**src/rtl/bcd_updown_counter_7seg_if.sv**
```systemverilog
// Counter control and display bus: the controller drives the count controls,
// and the counter returns the count, the status flags and the segment drive.
interface bcd_updown_counter_7seg_if #(
    parameter int unsigned DIGITS = 2
);
    logic                  en;
    logic                  up;
    logic                  load;
    logic [4*DIGITS-1:0]   load_val;
    logic [4*DIGITS-1:0]   bcd;
    logic                  tc;
    logic                  load_err;
    logic [7*DIGITS-1:0]   segments;

    modport master (
        output en, up, load, load_val,
        input  bcd, tc, load_err, segments
    );

    modport slave (
        input  en, up, load, load_val,
        output bcd, tc, load_err, segments
    );
endinterface

```
**src/rtl/bcd_updown_counter_7seg.sv**
```systemverilog
// Multi-digit BCD up/down counter with parallel load and validation,
// terminal count, and a per-digit 7-segment decoder with optional
// leading-zero blanking. Digit 0 is least significant.
module bcd_updown_counter_7seg #(
    parameter int unsigned DIGITS         = 2,
    parameter bit          SEG_ACTIVE_LOW = 1'b1,
    parameter bit          BLANK_LZ       = 1'b0
) (
    input logic                      KEY_3,
    input logic                      SW17,
    bcd_updown_counter_7seg_if.slave bus
);
    localparam int unsigned BW = 4 * DIGITS;

    logic [BW-1:0]     bcd_q;
    logic [BW-1:0]     bcd_d;
    logic [BW-1:0]     inc_val;
    logic [BW-1:0]     dec_val;
    logic              load_err_q;
    logic              load_err_d;
    logic              load_ok;
    logic              all_nines;
    logic              all_zeros;
    logic              inc_carry;
    logic              dec_borrow;
    logic              lz_run;
    logic [DIGITS-1:0] blank;
    logic [6:0]        seg_lit;
    logic [6:0]        seg_digit;

    // Active-high pattern, bit 0 = segment a ... bit 6 = segment g.
    // Codes 10..15 cannot be held by the counter but decode to blank anyway.
    function automatic logic [6:0] seg_decode(input logic [3:0] d);
        logic [6:0] s;
        case (d)
            4'd0:    s = 7'b0111111;
            4'd1:    s = 7'b0000110;
            4'd2:    s = 7'b1011011;
            4'd3:    s = 7'b1001111;
            4'd4:    s = 7'b1100110;
            4'd5:    s = 7'b1101101;
            4'd6:    s = 7'b1111101;
            4'd7:    s = 7'b0000111;
            4'd8:    s = 7'b1111111;
            4'd9:    s = 7'b1101111;
            default: s = 7'b0000000;
        endcase
        return s;
    endfunction

    // Load value is accepted only if every digit is a legal BCD code.
    always_comb begin
        load_ok = 1'b1;
        for (int k = 0; k < int'(DIGITS); k++) begin
            if (bus.load_val[4*k+:4] > 4'd9) begin
                load_ok = 1'b0;
            end
        end
    end

    // Wrap detection for the terminal-count output.
    always_comb begin
        all_nines = 1'b1;
        all_zeros = 1'b1;
        for (int k = 0; k < int'(DIGITS); k++) begin
            if (bcd_q[4*k+:4] != 4'd9) begin
                all_nines = 1'b0;
            end
            if (bcd_q[4*k+:4] != 4'd0) begin
                all_zeros = 1'b0;
            end
        end
    end

    // Increment with carry rippling upward through digits sitting at 9.
    always_comb begin
        inc_carry = 1'b1;
        inc_val   = '0;
        for (int k = 0; k < int'(DIGITS); k++) begin
            if (!inc_carry) begin
                inc_val[4*k+:4] = bcd_q[4*k+:4];
            end else if (bcd_q[4*k+:4] == 4'd9) begin
                inc_val[4*k+:4] = 4'd0;
            end else begin
                inc_val[4*k+:4] = bcd_q[4*k+:4] + 4'd1;
                inc_carry       = 1'b0;
            end
        end
    end

    // Decrement with borrow rippling upward through digits sitting at 0.
    always_comb begin
        dec_borrow = 1'b1;
        dec_val    = '0;
        for (int k = 0; k < int'(DIGITS); k++) begin
            if (!dec_borrow) begin
                dec_val[4*k+:4] = bcd_q[4*k+:4];
            end else if (bcd_q[4*k+:4] == 4'd0) begin
                dec_val[4*k+:4] = 4'd9;
            end else begin
                dec_val[4*k+:4] = bcd_q[4*k+:4] - 4'd1;
                dec_borrow      = 1'b0;
            end
        end
    end

    // Next state: load beats count beats hold; a rejected load holds the count.
    always_comb begin
        bcd_d      = bcd_q;
        load_err_d = 1'b0;
        if (bus.load) begin
            if (load_ok) begin
                bcd_d = bus.load_val;
            end else begin
                load_err_d = 1'b1;
            end
        end else if (bus.en) begin
            bcd_d = bus.up ? inc_val : dec_val;
        end
    end

    // Count and error-pulse registers, cleared asynchronously by SW17.
    always_ff @(posedge KEY_3 or posedge SW17) begin
        if (SW17) begin
            bcd_q      <= '0;
            load_err_q <= 1'b0;
        end else begin
            bcd_q      <= bcd_d;
            load_err_q <= load_err_d;
        end
    end

    // Leading-zero mask, scanned from the most significant digit down;
    // digit 0 is never blanked.
    always_comb begin
        blank  = '0;
        lz_run = 1'b1;
        for (int k = int'(DIGITS) - 1; k >= 1; k--) begin
            lz_run   = lz_run & (bcd_q[4*k+:4] == 4'd0);
            blank[k] = BLANK_LZ & lz_run;
        end
    end

    // Per-digit segment drive with blanking and output polarity applied.
    always_comb begin
        bus.segments = '0;
        seg_lit      = '0;
        seg_digit    = '0;
        for (int k = 0; k < int'(DIGITS); k++) begin
            seg_lit   = blank[k] ? 7'b0000000 : seg_decode(bcd_q[4*k+:4]);
            seg_digit = SEG_ACTIVE_LOW ? ~seg_lit : seg_lit;
            bus.segments[7*k+:7] = seg_digit;
        end
    end

    // Status outputs; tc is forced low while reset is held.
    always_comb begin
        bus.bcd      = bcd_q;
        bus.load_err = load_err_q;
        bus.tc       = ~SW17 & bus.en & ~bus.load &
                       ((bus.up & all_nines) | (~bus.up & all_zeros));
    end
endmodule

```
**src/flat_wrapper.sv**
```systemverilog
// flat-port wrapper written by rule: the top's interface ports become plain ports
module bcd_updown_counter_7seg_flat 
#(
    parameter int unsigned DIGITS         = 2,
    parameter bit          SEG_ACTIVE_LOW = 1'b1,
    parameter bit          BLANK_LZ       = 1'b0
)
  (KEY_3, SW17, bus_en, bus_up, bus_load, bus_load_val, bus_bcd, bus_tc, bus_load_err, bus_segments);
  bcd_updown_counter_7seg_if #(.DIGITS(DIGITS)) bus_i ();
  input logic KEY_3;
  input logic SW17;
  input wire logic [$bits(bus_i.en)-1:0] bus_en;
  input wire logic [$bits(bus_i.up)-1:0] bus_up;
  input wire logic [$bits(bus_i.load)-1:0] bus_load;
  input wire logic [$bits(bus_i.load_val)-1:0] bus_load_val;
  output wire logic [$bits(bus_i.bcd)-1:0] bus_bcd;
  output wire logic [$bits(bus_i.tc)-1:0] bus_tc;
  output wire logic [$bits(bus_i.load_err)-1:0] bus_load_err;
  output wire logic [$bits(bus_i.segments)-1:0] bus_segments;
  assign bus_i.en = bus_en;
  assign bus_i.up = bus_up;
  assign bus_i.load = bus_load;
  assign bus_i.load_val = bus_load_val;
  assign bus_bcd = bus_i.bcd;
  assign bus_tc = bus_i.tc;
  assign bus_load_err = bus_i.load_err;
  assign bus_segments = bus_i.segments;
  bcd_updown_counter_7seg #(.DIGITS(DIGITS), .SEG_ACTIVE_LOW(SEG_ACTIVE_LOW), .BLANK_LZ(BLANK_LZ)) u_core (.KEY_3(KEY_3), .SW17(SW17), .bus(bus_i));
endmodule
```
**config.mk**
```make
export PLATFORM = sky130hd
export DESIGN_NAME = bcd_updown_counter_7seg_flat
export DESIGN_NICKNAME = d
export VERILOG_FILES = /design/src/rtl/bcd_updown_counter_7seg_if.sv /design/src/rtl/bcd_updown_counter_7seg.sv /design/src/flat_wrapper.sv
export SDC_FILE = /design/constraint.sdc
export NUM_CORES = 1
export LEC_CHECK = 0
export CORE_ASPECT_RATIO = 2
export CORE_MARGIN = 3
export CORE_UTILIZATION = 47
export CTS_CLUSTER_SIZE = 40
export DETAILED_ROUTE_END_ITERATION = 6
export GPL_ROUTABILITY_DRIVEN = 0
export GPL_TIMING_DRIVEN = 0
export PLACE_DENSITY = 0.8
export SLEW_MARGIN = 20
export SYNTH_ARGS = -nofsm -noshare
export SYNTH_HDL_FRONTEND = slang
export SYNTH_SLANG_ARGS = --single-unit
export TNS_END_PERCENT = 20
```
**constraint.sdc**
```tcl
create_clock -name KEY_3 -period 2.35 [get_ports KEY_3]
set_input_delay 0.3525 -clock KEY_3 [delete_from_list [all_inputs] [get_ports KEY_3]]
set_output_delay 0.3525 -clock KEY_3 [all_outputs]
set_load 0.02 [all_outputs]
```
Word-level counts from Yosys, hierarchy flattened
Memories as Yosys holds them, arrays and structs flattened.
Cells that the tools add are included.
{"block": "op_classes", "addsub": 4, "n_mul": 0, "div_mod_pow": 0, "order_cmp": 2, "eq_ne": 6, "shifts": 0, "mux": 20, "n_bitwise": 11, "n_reduce_logical": 8}
{"cell": "$mux W8", "n": 4}
{"cell": "$mux W4", "n": 6}
{"cell": "$not A7 Y7", "n": 2}
{"cell": "$mux W1", "n": 10}
{"cell": "$add A4 B1 Y4 const B", "n": 2}
{"cell": "$eq A4 B4 Y1 const B", "n": 2}
{"cell": "$gt A4 B4 Y1 const B", "n": 2}
{"cell": "$logic_not A4 Y1", "n": 2}
{"cell": "$ne A4 B4 Y1 const B", "n": 2}
{"cell": "$reduce_bool A4 Y1", "n": 2}
{"cell": "$sub A4 B1 Y4 const B", "n": 2}
{"cell": "$and A1 B1 Y1", "n": 5}
{"cell": "$reduce_and A4 Y1", "n": 1}
{"cell": "$ne A3 B1 Y1 const B", "n": 1}
{"cell": "$not A1 Y1", "n": 3}
{"cell": "$reduce_bool A3 Y1", "n": 1}
{"cell": "$ne A2 B1 Y1 const B", "n": 1}
{"cell": "$reduce_and A2 Y1", "n": 1}
{"cell": "$reduce_bool A2 Y1", "n": 1}
{"cell": "$or A1 B1 Y1", "n": 1}
{"block": "totals", "reg_bits": 9, "latchBits": 0, "mem_bits_rw": 0, "romBits": 224, "in_bits": 13, "out_inout_bits": 24, "wordCells": 56, "mem_count": 2}
{"memory": "(name not given)", "depth": 16, "word_bits": 7, "rd": 1, "rd_ports_with_merged_regs": 0, "wr": 0, "line_no": "bcd_updown_counter_7seg.sv:35", "rtl": "case (d)"}
{"memory": "(name not given)", "depth": 16, "word_bits": 7, "rd": 1, "rd_ports_with_merged_regs": 0, "wr": 0, "line_no": "bcd_updown_counter_7seg.sv:35"}

Longest topological paths before layout
Gate-level depths: netlist of run 1.
{"block": "logic_depth", "depth_word": 6, "mapped_depth": 6, "ltp_nobuf": 6}

Worst setup path before layout of run 1
No wires, ideal clock.
{"block": "synth_path", "path_type": "reg2out", "from": "register u_core.bcd_q[1] (netlist: u_core.bus.bcd[1])", "to": "output port bus_tc", "arrival_time_ps": 1982, "t_required_ps": 1997, "setup_slack_ps": 16, "path_stages_with_launch": 6, "n_path_buf": 0, "path_cell_list": "dfrtp_1 -> inv_1 -> ha_1 -> nor3b_2 -> o211ai_2 -> nor4_1"}
{"block": "synth_between", "elab_chain_len": 6, "word_cells_on_any_way": 10, "classes_between": "eq/ne: 1; mux: 4; bitwise: 4; reduce/logical: 1"}
{"item": "start: declaration", "line_no": "bcd_updown_counter_7seg.sv:15", "rtl": "logic [BW-1:0] bcd_q;"}
{"item": "start signal: assignment", "line_no": "bcd_updown_counter_7seg.sv:125", "rtl": "bcd_q <= '0;"}
{"item": "start signal: assignment", "line_no": "bcd_updown_counter_7seg.sv:128", "rtl": "bcd_q <= bcd_d;"}
{"item": "$ne A4 B4 Y1 / $reduce_bool A4 Y1 (equally long branches)", "line_no": "bcd_updown_counter_7seg.sv:66, bcd_updown_counter_7seg.sv:69"}
{"item": "$mux W1 (on tied branches) (2 in series)", "line_no": "bcd_updown_counter_7seg.sv:66, bcd_updown_counter_7seg.sv:69"}
{"item": "$and A1 B1 Y1", "line_no": "bcd_updown_counter_7seg.sv:161", "rtl": "((bus.up & all_nines) | (~bus.up & all_zeros));"}
{"item": "$or A1 B1 Y1 *", "line_no": "bcd_updown_counter_7seg.sv:161"}
{"item": "$and A1 B1 Y1 *", "line_no": "bcd_updown_counter_7seg.sv:160", "rtl": "bus.tc = ~SW17 & bus.en & ~bus.load &"}
{"item": "end: declaration", "line_no": "flat_wrapper.sv:17", "rtl": "output wire logic [$bits(bus_i.tc)-1:0] bus_tc;"}
Every way passes the cells marked *; elsewhere a longest branch is shown, timed or not.

Worst setup path after layout of run 1
{"block": "layout_path", "from": "register u_core.bcd_q[4] (netlist: u_core.bus.bcd[4])", "to": "output port bus_segments[11]"}
{"block": "layout_between", "elab_chain_len": 2}
{"item": "$mem_v2 Z16 W7"}
{"item": "$not A7 Y7", "line_no": "bcd_updown_counter_7seg.sv:151", "rtl": "seg_digit = SEG_ACTIVE_LOW ? ~seg_lit : seg_lit;"}
{"item": "end: declaration", "line_no": "flat_wrapper.sv:19", "rtl": "output wire logic [$bits(bus_i.segments)-1:0] bus_segments;"}
Every way passes these cells.

==> qor.csv, run 1 <==
metric,value,unit
outcome,"finished, final reports clean",
fin_crit,2.28,ns
relSlewSlack,68.0,%
synth_edf_count,0,
gr-total-overflow,0,
worstSetupPathType,reg -> out,
die_area,3280,µm²
dpl.hpwl,3040,µm
clockBufferDepth,2,
cellLeakagePower,0.776,nW
cts_made_buffers,3,
setup_tns,0,ns
cts.clk_slew.worst_paths,0.04,ns
numClockSinks,9,
syn-num-nets,181,
muxShareOfSynthArea,5.24,%
dp_slack,-0.332,ns
multiInputGateArea,938,µm²
fmax,439,MHz
grt_start_max_net_pins,11,
synth.yosys.warnings,0,
synth_seq_cells,9,
yosysTopAreaCellShare,18.5,%
fin_nets,226,
yosysUniqueCellTypes,50,
timing.final.crit_share,96.9,%
syn_area,1220,µm²
die_w,42.0,µm
yosysSeqAreaShare,18.5,%
synth_area_leader_cell,dfrtp_1,
rsz0062_at_grt,true,
seq_area,230,µm²
placed_cell_area,1610,µm²
drc,0,
vias,1458,
wl_per_cell,18.0,µm
clk_latency,0.23,ns
synth_top_family_by_area,compound AO/OA/AOI/OAI gates,
drive_gt1_share,21.0,%
design_area,1740,µm²
ioPinCount,37,
cap_viol_max_count,0,
post_synth_xor_area_fraction,0.719,%
startpoint_type,flip-flop,
synthAdderAreaFrac,12.3,%
cts_tree,done,
rows,25,
ctsRootBufferMaster,clkbuf_8,
worstSetupEndpointType,output pin,
worstPathArrival,1.92,ns
fillers,195,
insertedDiodeCount,0,
grt_pass1_wl,6760,µm
grt_usage,26.1,%
met3WireLength,268,µm
powerDensity,1090,nW/µm²
wl_met1,1450,µm
ys.flop_type,dfrtp_1,
antenna_found_initial,0,
grt_pass1_vias,1547,
cp.required,2.00,ns
drt-total-wl,4090,µm
cts.htree.levels,1,
firstDrtPassIters,4,
synth-simple-area-share,23.4,%
min_path_type,in -> async,
syn_avg_cell_area,7.81,µm²
vias_per_cell,6.42,
drtIter0Drc,57,
highest_layer,met4,
fin_ws,0.0731,ns
slew_violations,0,
whs,0.441,ns
ant_nets,0,
core-area,2410,µm²
synthTopCellsByArea,"dfrtp_1, ha_1, a21oi_1",
met2_length,2090,µm
area_delta_synth_final,43.0,%
synth_cells,156,
ir_worst_vdd,801,µV
synthArstFlopShare,100,%
die_h,78.0,µm
path_max_fanout,10,
max_slew.worst_pin.slew,0.479,ns
fin_worst_skew,0.00289,ns
timing_hold_violations_final,0,
port_buffers,36,
setup_violations,0,
initial_utilization,50.6,%
synth_compound_area_share,31.7,%
## routing by layer
metal | vias to the layer above | track usage [%]
met5 | - | 0
met2 | 97 | 47.8
met4 | 0 | 14.8
met3 | 27 | 6.42
li1 | 663 | -
met1 | 671 | 25.4
## registers in the layout (all words and copies together), names as in the netlist
signal,flops
u_core.bus.bcd,8
u_core.bus.load_err,1
## area by class of cell
| cell class | count | area share (%) |
|---|---|---|
| plain buffers | 8 | 3.45 |
| clock buffers | 4 | 2.58 |
| inverters | 11 | 2.66 |
| multi-input cells | 128 | 53.8 |
| flip-flops and latches | 9 | 13.2 |
| well taps | 27 | 1.94 |
| repair buffers | 40 | 22.3 |
## through the flow
stage               instances  util, %  total power [mW]
floorplan                 156        -              1.12
global placement          219     67.0              1.64
detailed placement        219     67.0              1.68
CTS                       223     69.2              1.84
global route              227     72.4              2.02
finish                    227     72.4              1.90
## logic make-up (layout without fill, tap and decap cells)
group           Yosys count  after routing
compound gates           57             57
simple gates             52             52
buf+inv                  19             63
fa+ha+maj                12             12
flops                     9              9
mux                       6              6
xor+xnor                  1              1
## timing repair
action / 4_1_cts / 5_1_grt
endpoints found under the setup margin: 13 / 9
pin swaps: 0 / 2
buffers inserted: 0 / 4
hold endpoints to repair: 0 / 0
resized for setup: 18 / 14
hold buffers: 0 / 0
## synthesized netlist by cell type, types with 3 or more instances
| cell type | n |
|---|---|
| inv_1 | 11 |
| mux2i_1 | 3 |
| mux2_2 | 3 |
| a31oi_1 | 5 |
| ha_1 | 12 |
| nor2_1 | 14 |
| dfrtp_1 | 9 |
| buf_2 | 5 |
| nand2b_1 | 4 |
| o21ai_0 | 9 |
| a22oi_1 | 3 |
| nor2b_1 | 3 |
| a21oi_1 | 18 |
| a221oi_1 | 3 |
| nand3_1 | 6 |
| nand2_1 | 9 |
## critical path: stages, from the launching register on
cell,delay (ns)
dfrtp_2,0.45
inv_1,0.14
ha_1,0.23
nor2b_1,0.13
a21oi_1,0.12
clkdlybuf4s50_1,0.61
## placed cells by master, fill, tap and decap left out, drive strengths merged, types with 3 or more instances in the layout
| cell type | synthesis | layout |
|---|---|---|
| nor2 | 14 | 14 |
| nand3 | 6 | 6 |
| clkbuf | 1 | 6 |
| a21oi | 18 | 18 |
| mux2i | 3 | 3 |
| nand2 | 10 | 10 |
| mux2 | 3 | 3 |
| a221oi | 4 | 4 |
| a22oi | 3 | 3 |
| a31oi | 6 | 6 |
| clkdlybuf4s50 | 0 | 26 |
| buf | 7 | 11 |
| ha | 12 | 12 |
| nor2b | 4 | 4 |
| o21ai | 11 | 11 |
| dlymetal6s2s | 0 | 4 |
| dlygate4sd2 | 0 | 5 |
| nand2b | 4 | 4 |
| inv | 11 | 11 |
| dfrtp | 9 | 9 |
## where the power goes
| group | internal, mW | leakage [nW] | switching (mW) | total [mW] |
|---|---|---|---|---|
| clock network | 0.117 | 0.0228 | 0.0529 | 0.170 |
| logic | 0.631 | 0.651 | 0.792 | 1.42 |
| registers | 0.204 | 0.103 | 0.0988 | 0.303 |
## final timing paths
check,end,startpoint,slack [ns],depth (start not counted)
setup reg to reg,u_core.bus.bcd[5],u_core.bus.bcd[4],0.37,6
min in group KEY_3,u_core.bus.bcd[0],u_core.bus.bcd[0],0.76,2
hold reg to reg,u_core.bus.bcd[0],u_core.bus.bcd[0],0.76,2
max in group asynchronous,u_core.bus.bcd[0],SW17,1.64,2
hold / removal,u_core.bus.bcd[6],SW17,0.44,2
setup / recovery,bus_segments[11],u_core.bus.bcd[4],0.07,5
No activity file was read; power rests on OpenSTA's default activity.
==> run 2: changes to the inputs <==
--- a/config.mk
+++ b/config.mk
@@ -6,13 +6,13 @@
 export NUM_CORES = 1
 export LEC_CHECK = 0
 export CORE_ASPECT_RATIO = 2
-export CORE_MARGIN = 3
-export CORE_UTILIZATION = 47
+export CORE_MARGIN = 2
+export CORE_UTILIZATION = 45
 export CTS_CLUSTER_SIZE = 40
 export DETAILED_ROUTE_END_ITERATION = 6
 export GPL_ROUTABILITY_DRIVEN = 0
 export GPL_TIMING_DRIVEN = 0
-export PLACE_DENSITY = 0.8
+export PLACE_DENSITY = 0.77
 export SLEW_MARGIN = 20
 export SYNTH_ARGS = -nofsm -noshare
 export SYNTH_HDL_FRONTEND = slang
==> qor.csv, run 2 (same netlist as run 1, synthesis figures left out) <==
metric,value,unit,change
min_path_type,in -> async,,
vias_per_cell,6.08,,-5.3%
vias,1380,,-5.3%
cap_viol_max_count,0,,unchanged
critical_path.max_stage_delay,0.47,ns,-0.14 ns
core-area,2570,µm²,+6.7%
clockBufferDepth,2,,unchanged
setup_violations,0,,unchanged
initial_utilization,47.4,%,-3.2 points
port_buffers,36,,unchanged
rsz0062_at_grt,false,,
rows,26,,+4.0%
wl_per_cell,17.3,µm,-4.0%
gr-total-overflow,0,,unchanged
whs,0.438,ns,-0.00284 ns
ioPinCount,37,,unchanged
ant_nets,0,,unchanged
cp_cell_sequence,inv_2 -> ha_2 -> and3_2 -> o211ai_2 -> nor4_1 -> buf_2,,
grt_start_max_net_pins,11,,unchanged
setup_tns,0,ns,unchanged
worstSetupEndpointType,output pin,,
path_max_fanout,9,,-1
relSlewSlack,65.6,%,-2.3 points
firstDrtPassIters,4,,unchanged
cts.htree.levels,1,,unchanged
cellLeakagePower,0.790,nW,+1.7%
ir_worst_vdd,608,µV,-24%
drive_gt1_share,20.6,%,-0.40 points
cts_made_buffers,3,,unchanged
dpl.hpwl,2950,µm,-3.0%
cp.required,2.00,ns,about the same
worstSetupPathType,reg -> out,,
max_slew.worst_pin.slew,0.512,ns,+0.0330 ns
fin_crit,2.23,ns,-0.0429 ns
grt_pass1_vias,1365,,-12%
startpoint_type,flip-flop,,
drc,0,,unchanged
drt-total-wl,3930,µm,-4.0%
ctsRootBufferMaster,clkbuf_8,,
die_area,3170,µm²,-3.4%
insertedDiodeCount,0,,unchanged
fin_nets,225,,-0.44%
cts_tree,done,,
timing.final.crit_share,95.1,%,-1.8 points
grt_usage,26.4,%,+0.30 points
slowest_stage,dfrtp_2,,
antenna_found_initial,0,,unchanged
final_cell_mix,"clkdlybuf4s50_1, a21oi_1, nor2_1",,
clk_latency,0.23,ns,about the same
grt_pass1_wl,6020,µm,-11%
worstPathArrival,1.88,ns,-0.04 ns
area_delta_synth_final,41.6,%,
numClockSinks,9,,unchanged
slew_violations,0,,unchanged
timing_hold_violations_final,0,,unchanged
fin_worst_skew,0.00154,ns,-0.00134 ns
largest_reg_flops,8,,unchanged
die_h,77.6,µm,-0.53%
outcome,"finished, final reports clean",,
die_w,40.8,µm,-2.9%
fmax,448,MHz,+1.9%
final_common_cell,clkdlybuf4s50_1,,
drtIter0Drc,41,,-28%
cts.clk_slew.worst_paths,0.04,ns,about the same
holdBufCountCts,0,,unchanged
powerDensity,1080,nW/µm²,-0.86%
==> run 2: changes by cell type in the layout (fill, tap and decap cells not counted) <==
cell,change
dfrtp_2,+1
inv_4,-2
dlymetal6s2s_1,+3
o211ai_4,-1
inv_2,+2
o211ai_2,+1
buf_4,-1
clkdlybuf4s50_1,-3
dfrtp_1,-1
nor4_2,-1
nor4_1,+1
==> run 2: worst max-delay path, delay by kind of cell (launching register included) <==
| family | cells | cell delay [ns] |
|---|---|---|
| adder cells (fa/ha/maj) | 1 | 0.23 |
| flip-flops | 1 | 0.47 |
| AO/OA/AOI/OAI | 1 | 0.16 |
| buffers and inverters | 2 | 0.35 |
| AND/OR/NAND/NOR | 2 | 0.44 |
==> run 2: routing by layer <==
metal / vias to the layer above / wire, µm / global-route usage (%)
met2: 61 / 2130 / 46.9
met4: 0 / 144 / 12.3
met1: 646 / 1450 / 26.5
met5: - / 0 / 0
met3: 12 / 201 / 4.00
li1: 661 / - / -
==> run 2: power by group <==
| part | internal (mW) | switching, mW | total (mW) | leakage [nW] |
|---|---|---|---|---|
| sequential | 0.205 | 0.0972 | 0.302 | 0.102 |
| clock | 0.118 | 0.0557 | 0.173 | 0.0228 |
| combinational | 0.618 | 0.768 | 1.39 | 0.665 |
==> run 2: path summary, 6_finish.rpt <==
path	start	end	cells past startpoint	slack, ns
max in group asynchronous	SW17	u_core.bus.bcd[1]	2	1.65
min in group KEY_3	u_core.bus.bcd[1]	u_core.bus.bcd[1]	2	0.65
worst max-delay path	u_core.bus.bcd[1]	bus_tc	6	0.12
worst max register to register	u_core.bus.bcd[4]	u_core.bus.bcd[5]	6	0.35
worst min register to register	u_core.bus.bcd[1]	u_core.bus.bcd[1]	2	0.65
worst min-delay path	SW17	u_core.bus.bcd[2]	2	0.44
==> run 2: repair_timing <==
item                       in CTS  in global routing
resized for setup              18                 14
hold endpoints to repair        0                  0
buffers inserted                0                  3
pin swaps                       0                  1
setup endpoints to repair      13                 11
==> run 2: layout make-up <==
cell class              count  area, µm²
multi-input cells         128        923
fillers                   216        845
repair buffers             39        389
flip-flops and latches      9        231
plain buffers               8       60.1
clock buffers               4       45.0
inverters                  11       41.3
well taps                  28       35.0
==> run 2: per-stage QoR <==
stage / total power [mW] / worst slack (ns) / util [%] / instance area (µm²) / cells
3_5_place_dp: 1.67 / -0.338 / 62.8 / 1610 / 220
3_3_place_gp: 1.65 / -0.300 / 62.8 / 1610 / 220
4_1_cts: 1.83 / -0.101 / 64.9 / 1670 / 224
6_report: 1.86 / 0.116 / 67.1 / 1730 / 227
2_1_floorplan: 1.12 / 0.0157 / - / 1220 / 156
5_1_grt: 1.99 / 0.0193 / 67.1 / 1730 / 227
